### config.mk
export PLATFORM = sky130hd
export DESIGN_NAME = divisor_preproceso
export DESIGN_NICKNAME = d
export VERILOG_FILES = /design/src/rtl/divisor_pkg.sv /design/src/rtl/divisor_abs.sv /design/src/rtl/divisor_preproceso.sv
export SDC_FILE = /design/constraint.sdc
export NUM_CORES = 1
export LEC_CHECK = 0
export CORE_ASPECT_RATIO = 1.4
export CORE_MARGIN = 2
export CORE_UTILIZATION = 53
export CTS_BUF_LIST = sky130_fd_sc_hd__clkbuf_2
export CTS_CLUSTER_DIAMETER = 30
export DETAILED_ROUTE_END_ITERATION = 16
export HOLD_SLACK_MARGIN = 0.15
export PLACE_DENSITY = 0.84
export REMOVE_ABC_BUFFERS = 1
export SKIP_CTS_REPAIR_TIMING = 1
export SLEW_MARGIN = 5
export SYNTH_ARGS = -nofsm -noshare
export SYNTH_HDL_FRONTEND = slang
export SYNTH_SLANG_ARGS = --single-unit
export TNS_END_PERCENT = 10
### constraint.sdc
create_clock -name CLK -period 2.7 [get_ports CLK]
set_input_delay 0.54 -clock CLK [delete_from_list [all_inputs] [get_ports CLK]]
set_output_delay 0.54 -clock CLK [all_outputs]
set_load 0.05 [all_outputs]
### src/rtl/divisor_pkg.sv
// Shared definitions for the divider front end: state encoding, default width
// and the two's-complement magnitude helper reused by the sign-correction stage.
package divisor_pkg;

    localparam int TAMANYO_DEF = 32;

    // Widest operand the magnitude helper handles; narrower operands are sign-extended into it.
    localparam int ABS_MAX_W = 64;

    typedef enum logic [2:0] {
        IDLE = 3'd0,
        CAPT = 3'd1,
        CONV = 3'd2,
        EMIT = 3'd3,
        ERR  = 3'd4
    } estado_t;

    // |x| for a sign-extended operand; callers truncate back to their own width,
    // which keeps the most-negative value as 2^(w-1) rather than flagging it.
    function automatic logic [ABS_MAX_W-1:0] abs_c2(input logic signed [ABS_MAX_W-1:0] x);
        logic [ABS_MAX_W-1:0] inv;
        inv = ~x;
        return x[ABS_MAX_W-1] ? (inv + ABS_MAX_W'(1)) : x;
    endfunction

endpackage

### src/rtl/divisor_abs.sv
// Combinational magnitude/sign split of one signed operand (tamanyo <= 64).
module divisor_abs
    import divisor_pkg::*;
#(
    parameter int tamanyo = TAMANYO_DEF
) (
    input  logic signed [tamanyo-1:0] valor,
    output logic        [tamanyo-1:0] magnitud,
    output logic                      signo
);

    logic signed [ABS_MAX_W-1:0] valor_ext;

    assign valor_ext = ABS_MAX_W'(valor);
    assign signo     = valor[tamanyo-1];
    assign magnitud  = tamanyo'(abs_c2(valor_ext));

endmodule

### src/rtl/divisor_preproceso.sv
// Input conditioning for the segmented divider: magnitudes, Den two's complement,
// sign flags and zero quotient seed. Define DIV_CERO_EN to reject Den==0 via Err_div0.
module divisor_preproceso
    import divisor_pkg::*;
#(
    parameter int tamanyo = TAMANYO_DEF
) (
    input  logic                      CLK,
    input  logic                      RSTa,
    input  logic                      Start,
    input  logic signed [tamanyo-1:0] Num,
    input  logic signed [tamanyo-1:0] Den,
    input  logic                      Hold,
    output logic                      Ready,
    output logic                      Start_out,
    output logic        [tamanyo-1:0] Q_out,
    output logic        [tamanyo-1:0] Num_c2s_out,
    output logic        [tamanyo-1:0] Den_abs_out,
    output logic        [tamanyo-1:0] Den_c2s_out,
    output logic                      Signo_Q,
    output logic                      Signo_R,
    output logic                      Err_div0
);

    estado_t state_q, state_d;

    logic signed [tamanyo-1:0] num_q, num_d;
    logic signed [tamanyo-1:0] den_q, den_d;
    logic        [tamanyo-1:0] num_abs_q, num_abs_d;
    logic        [tamanyo-1:0] den_abs_q, den_abs_d;
    logic                      sq_q, sq_d;
    logic                      sr_q, sr_d;

    logic        [tamanyo-1:0] num_out_q, num_out_d;
    logic        [tamanyo-1:0] dabs_out_q, dabs_out_d;
    logic        [tamanyo-1:0] dc2s_out_q, dc2s_out_d;
    logic                      signo_q_out_q, signo_q_out_d;
    logic                      signo_r_out_q, signo_r_out_d;

    logic        [tamanyo-1:0] num_mag, den_mag;
    logic                      num_sgn, den_sgn;
    logic                      div0;

    divisor_abs #(.tamanyo(tamanyo)) u_abs_num (
        .valor    (num_q),
        .magnitud (num_mag),
        .signo    (num_sgn)
    );

    divisor_abs #(.tamanyo(tamanyo)) u_abs_den (
        .valor    (den_q),
        .magnitud (den_mag),
        .signo    (den_sgn)
    );

`ifdef DIV_CERO_EN
    assign div0 = (den_abs_q == '0);
`else
    assign div0 = 1'b0;
`endif

    always_comb begin
        state_d       = state_q;
        num_d         = num_q;
        den_d         = den_q;
        num_abs_d     = num_abs_q;
        den_abs_d     = den_abs_q;
        sq_d          = sq_q;
        sr_d          = sr_q;
        num_out_d     = num_out_q;
        dabs_out_d    = dabs_out_q;
        dc2s_out_d    = dc2s_out_q;
        signo_q_out_d = signo_q_out_q;
        signo_r_out_d = signo_r_out_q;

        case (state_q)
            IDLE: begin
                if (Start) begin
                    num_d   = Num;
                    den_d   = Den;
                    state_d = CAPT;
                end
            end
            CAPT: begin
                num_abs_d = num_mag;
                den_abs_d = den_mag;
                sq_d      = num_sgn ^ den_sgn;
                sr_d      = num_sgn;
                state_d   = CONV;
            end
            CONV: begin
                if (div0) begin
                    state_d = ERR;
                end else begin
                    // Outputs only change here, so they stay put through Hold and between ops.
                    num_out_d     = num_abs_q;
                    dabs_out_d    = den_abs_q;
                    dc2s_out_d    = tamanyo'(~den_abs_q + tamanyo'(1));
                    signo_q_out_d = sq_q;
                    signo_r_out_d = sr_q;
                    state_d       = EMIT;
                end
            end
            EMIT: begin
                if (!Hold) state_d = IDLE;
            end
            ERR:     state_d = IDLE;
            default: state_d = IDLE;
        endcase
    end

    always_ff @(posedge CLK) begin
        if (RSTa) begin
            state_q       <= IDLE;
            num_out_q     <= '0;
            dabs_out_q    <= '0;
            dc2s_out_q    <= '0;
            signo_q_out_q <= 1'b0;
            signo_r_out_q <= 1'b0;
        end else begin
            state_q       <= state_d;
            num_out_q     <= num_out_d;
            dabs_out_q    <= dabs_out_d;
            dc2s_out_q    <= dc2s_out_d;
            signo_q_out_q <= signo_q_out_d;
            signo_r_out_q <= signo_r_out_d;
        end
    end

    // Working registers are never observed before being loaded, so they carry no reset.
    always_ff @(posedge CLK) begin
        num_q     <= num_d;
        den_q     <= den_d;
        num_abs_q <= num_abs_d;
        den_abs_q <= den_abs_d;
        sq_q      <= sq_d;
        sr_q      <= sr_d;
    end

    assign Ready       = (state_q == IDLE);
    assign Start_out   = (state_q == EMIT) && !Hold && !RSTa;
`ifdef DIV_CERO_EN
    assign Err_div0    = (state_q == ERR) && !RSTa;
`else
    assign Err_div0    = 1'b0;
`endif
    assign Q_out       = '0;
    assign Num_c2s_out = num_out_q;
    assign Den_abs_out = dabs_out_q;
    assign Den_c2s_out = dc2s_out_q;
    assign Signo_Q     = signo_q_out_q;
    assign Signo_R     = signo_r_out_q;

endmodule

==> Yosys cells after proc, flatten, opt, wreduce, memory -nomap -nowiden <==
Index checks and enable logic that the tools add are counted.
{ "totals": {"ff_bits": 231, "word_cells": 38, "inputBits": 68, "out_inout_bits": 133} }
{ "classes": {"eq_ne": 5, "bitwise_logic": 4, "add_sub_neg": 3, "n_reduce_logical": 7, "mux": 5} }
{ "op_table": {"columns": ["op", "count"], "rows": [
  ["$add A32 B1 Y32 const B", 3],
  ["$not A32 Y32", 3],
  ["$mux W31", 2],
  ["$pmux W3 S4", 1],
  ["$eq A3 B2 Y1 const B", 2],
  ["$mux W3", 2],
  ["$ne A2 B2 Y1 const B", 2],
  ["$reduce_and A2 Y1", 2],
  ["$eq A3 B1 Y1 const B", 1],
  ["$logic_not A3 Y1", 1],
  ["$logic_and A1 B1 Y1", 2],
  ["$logic_not A1 Y1", 2],
  ["$xor A1 B1 Y1", 1]
]} }

==> Depth between registers and ports, before layout <==
{ "depth": {"depth_word": 3, "ltp_mapped": 8, "depth_no_buf": 6} }

==> Cells and area by module <==
Synthesis repeated with hierarchy kept, for this count alone.
{ "unflattened": {"hier_cells": 820, "area_unflattened_um2": 9939.5} }
{ "by_module_without_submodules": {"columns": ["module", "n_inst", "area_each_um2", "seq_area_each_um2", "cells_per_inst"], "rows": [
  ["divisor_preproceso", 1, 8370.5, 5885.6, 614],
  ["divisor_abs", 2, 784.5, 0.0, 103]
]} }

==> Worst setup path after synthesis <==
OpenSTA, ideal clock, no wires.
{ "synth_path": {"kind": "input to output", "startpoint": "input port RSTa", "endpoint": "output port Start_out", "cell_stages": 5, "n_path_buf": 4, "required_ns": 2.160, "t_arrival_ns": 2.442, "path_slack_ns": -0.282, "path_cell_list": "clkbuf_1 > clkbuf_1 > clkbuf_1 > buf_1 > nor3b_1"} }
{ "synth_between": {"elab_chain_cells": 2} }
{ "synth_rtl": {"columns": ["element", "line_no", "text"], "rows": [
  ["start, declared", "divisor_preproceso.sv:9", "input logic RSTa,"],
  ["$logic_not A1 Y1", "divisor_preproceso.sv:141", "assign Start_out = (state_q == EMIT) && !Hold && !RSTa;"],
  ["$logic_and A1 B1 Y1", "divisor_preproceso.sv:141", null],
  ["end, declared", "divisor_preproceso.sv:15", "output logic Start_out,"]
]} }
Every way passes these cells.

==> Worst setup path after layout <==
{ "layout_path": {"startpoint": "register den_abs_q[0]", "endpoint": "register dc2s_out_q[16], in the netlist Den_c2s_out[16]"} }
{ "layout_between": {"elab_chain_cells": 2} }
{ "layout_rtl": {"columns": ["element", "line_no", "text"], "rows": [
  ["start, declared", "divisor_preproceso.sv:30", "logic [tamanyo-1:0] den_abs_q, den_abs_d;"],
  ["start signal, assigned", "divisor_preproceso.sv:135", "den_abs_q <= den_abs_d;"],
  ["$not A32 Y32", "divisor_preproceso.sv:98", "dc2s_out_d = tamanyo'(~den_abs_q + tamanyo'(1));"],
  ["$add A32 B1 Y32", "divisor_preproceso.sv:98", null],
  ["end signal, assigned", "divisor_preproceso.sv:124", "dc2s_out_q <= dc2s_out_d;"],
  ["end, declared", "divisor_preproceso.sv:36", "logic [tamanyo-1:0] dc2s_out_q, dc2s_out_d;"]
]} }
Every way passes these cells.
A chain may end at the register's enable or synchronous reset.

==> results by group <==
CTS
  • Count of clock tree sinks: 229
  • CTS tree: built
  • Num CTS Buffers: 50
  • Htree depth: 2
  • CTS clk-pin slew, worst paths: 0.12 ns
  • Max Root-Sink Buffers: 3
  • Root Driver: clkbuf_2
  • Clock Latency Late Sink: 0.79 ns

Job
  • Maxcap violations: 0

STA
  • Clock skew: 0.0438 ns
  • Final setup viols: 0
  • Crit path time final: 2.58 ns
  • Max Fclk: 387 MHz
  • Hold Violations, Final: 0
  • Least-Margin Pin Slew: 0.690 ns
  • Tcrit/Tclk final: 95.7%
  • RSZ-0062 raised after global routing: false
  • Max-slew headroom: 53.6%
  • Setup ws final: 0.115 ns
  • Slew Viols, Final: 0

Logic synthesis
  • Number of synthesized flops with an enable pin: 130
  • Cell area after synthesis: 9950 um2
  • Yosys cell types: 53
  • #FFs+latches synth: 229
  • Synth Flop Type: edfxtp_1
  • Yosys warnings: 0
  • Area contributors post-synth: edfxtp_1, dfxtp_1, mux2i_1
  • Mapped Cells: 870
  • Async SR Flop Fraction: 0%
  • Post-synth top area cell: edfxtp_1
  • Share of the synthesized area in the top cell type: 39.3%
  • Register area share after synthesis: 59.2%
  • Syn Area/Cell: 11.4 um2
  • Synth cell count leaders: edfxtp_1, dfxtp_1, nor2_1
  • Most common cell in the synthesized netlist: edfxtp_1

Global route
  • GRT Overall Usage: 21.8%
  • First-pass GRT wire length: 34800 um
  • Total gr overflow: 0
  • Antenna violations before repair: 1
  • Largest net degree at the start of global routing: 67
  • Vias in the first global route: 7215

Routing
  • Via count of the routed design: 7434
  • WL/cell: 16.2 um
  • Iteration count of the initial detailed-routing pass: 5
  • Via density: 5.51
  • Final wirelength: 21900 um
  • Initial DRC count: 482
  • DRC errors left: 0
  • DRT antenna net count: 0

Place
  • DP Wirelength: 15700 um
  • Placed Cells: 1253
  • Placer Congestion: 0.884
  • Placed Area: 11800 um2
  • Port Buffers: 167
  • Setup WS pre-CTS: 0.122 ns

Critical path
  • Worst-path fanout max: 13
  • Setup Crit Path Kind: reg2reg
  • Worst Setup End Kind: register
  • CP Data Arrival Time: 3.24 ns
  • CP Launch Type: register
  • Data required, critical path: 3.36 ns

Floorplanning
  • Die ar.: 19900 um2
  • Initial Util: 53.7%
  • Die W: 120 um
  • Core ar.: 18500 um2
  • # IOs: 201
  • Row count: 59
  • Die height: 166 um

Layout
  • Fillers: 1452
  • Post-Layout Cell Count: 1348
  • Layout cells sized above 1: 10.2%
  • Multi-input combinational cell area: 3680 um2
  • FF/Latch Area: 5890 um2
  • Final Net Count: 1139
  • Design area: 12300 um2
  • Area growth, synth to finish: 23.9%

Outcome
  • Status: complete, no violations

Min path
  • Min-delay worst type: in2reg

Power
  • Tot Pwr: 12800 uW
  • Worst VDD drop: 0.513 mV
  • Leakage: 0.00416 uW
  • P per Cell Area: 1040 nW/um2
## final cells by class
class,count,share of cell area [%]
antenna,1,0.0203
clock buffer,70,2.84
clock inverter,23,1.18
inverter,22,0.670
multi-input combinational,572,29.9
sequential,229,47.8
tap,244,2.48
timing repair buffer,187,15.2
## stage by stage
step                      utilization (%)  hold WS [ns]  setup TNS, ns
final                                66.5         0.299              0
after global placement               63.8         0.446              0
after detailed placement             63.8         0.455              0
after CTS                            66.4        0.0820         -0.214
after floorplan                         -         0.441        -153.33
after global routing                 66.5         0.208              0
## power by group
group / switching [uW] / leakage (uW) / internal, uW
clock network: 1300 / 0.000367 / 905
logic: 3130 / 0.00176 / 1730
registers: 765 / 0.00203 / 5010
total: 5190 / 0.00416 / 7640
## flip-flops by register name, indices dropped and copies added, names as in the netlist, 2 cells and up
name / cells
Den_abs_out: 32
Den_c2s_out: 31
Num_c2s_out: 32
den_abs_q: 32
den_q: 32
num_abs_q: 32
num_q: 32
state_q: 2
## logic make-up (layout without fill, tap and decap cells)
group / after synthesis / in the layout / synth area share (%)
other: 1 / 34 / 0.0377
buffers and inverters: 101 / 302 / 5.20
adders and majority gates: 9 / 9 / 1.13
xor gates and xnor gates: 63 / 63 / 5.55
DFF: 229 / 229 / 59.2
AOI/OAI and AO/OA: 129 / 129 / 8.97
and+or+nand+nor: 287 / 287 / 14.8
muxes: 51 / 51 / 5.13
## metal layers
layer | track usage, % | wire [um] | vias up | part of all wire, %
li1 | - | - | 3586 | -
met1 | 21.9 | 7360 | 3482 | 34
met2 | 41.0 | 12100 | 298 | 55
met3 | 5.22 | 1480 | 68 | 6.8
met4 | 11.4 | 946 | 0 | 4.3
met5 | 0 | 0 | - | 0
## cells in the final DEF, fill, tap and decap left out, drive strengths merged, types with 5 or more instances in the layout
master and count:
buf 21, nand3 21, conb 33, clkbuf 70
a311o 8, dfxtp 99, clkinv 20, o311ai 7
nor4 22, edfxtp 130, nand2 66, nor2 73
or4 20, nand4 9, o31ai 16, o21ai 30
clkdlybuf4s50 164, mux2i 51, inv 23, nor3 25
a21oi 25, or2 6, a2111oi 5, or3 19
ha 9, xor2 9, xnor2 54, nand2b 6
o41ai 17
## final timing paths
path / end / depth (start not counted) / startpoint / slack (ns)
min: num_q[10]$_DFFE_PP_ / 1 / Num[10] / 0.30
min reg2reg: Den_abs_out[26]$_SDFFE_PP0P_ / 2 / Den_abs_out[26]$_SDFFE_PP0P_ / 0.47
max reg2reg: Den_c2s_out[16]$_SDFFE_PP0P_ / 6 / den_abs_q[0]$_DFFE_PP_ / 0.12
max: Den_c2s_out[16]$_SDFFE_PP0P_ / 6 / den_abs_q[0]$_DFFE_PP_ / 0.12
## critical path, stage by stage (launching register included)
cell      delay, ns
edfxtp_1       0.44
inv_1          0.08
ha_1           0.22
or4b_1         0.51
or4_4          0.60
or4b_1         0.51
o311ai_0       0.10
Note: power is estimated with default switching activity, not from simulation.
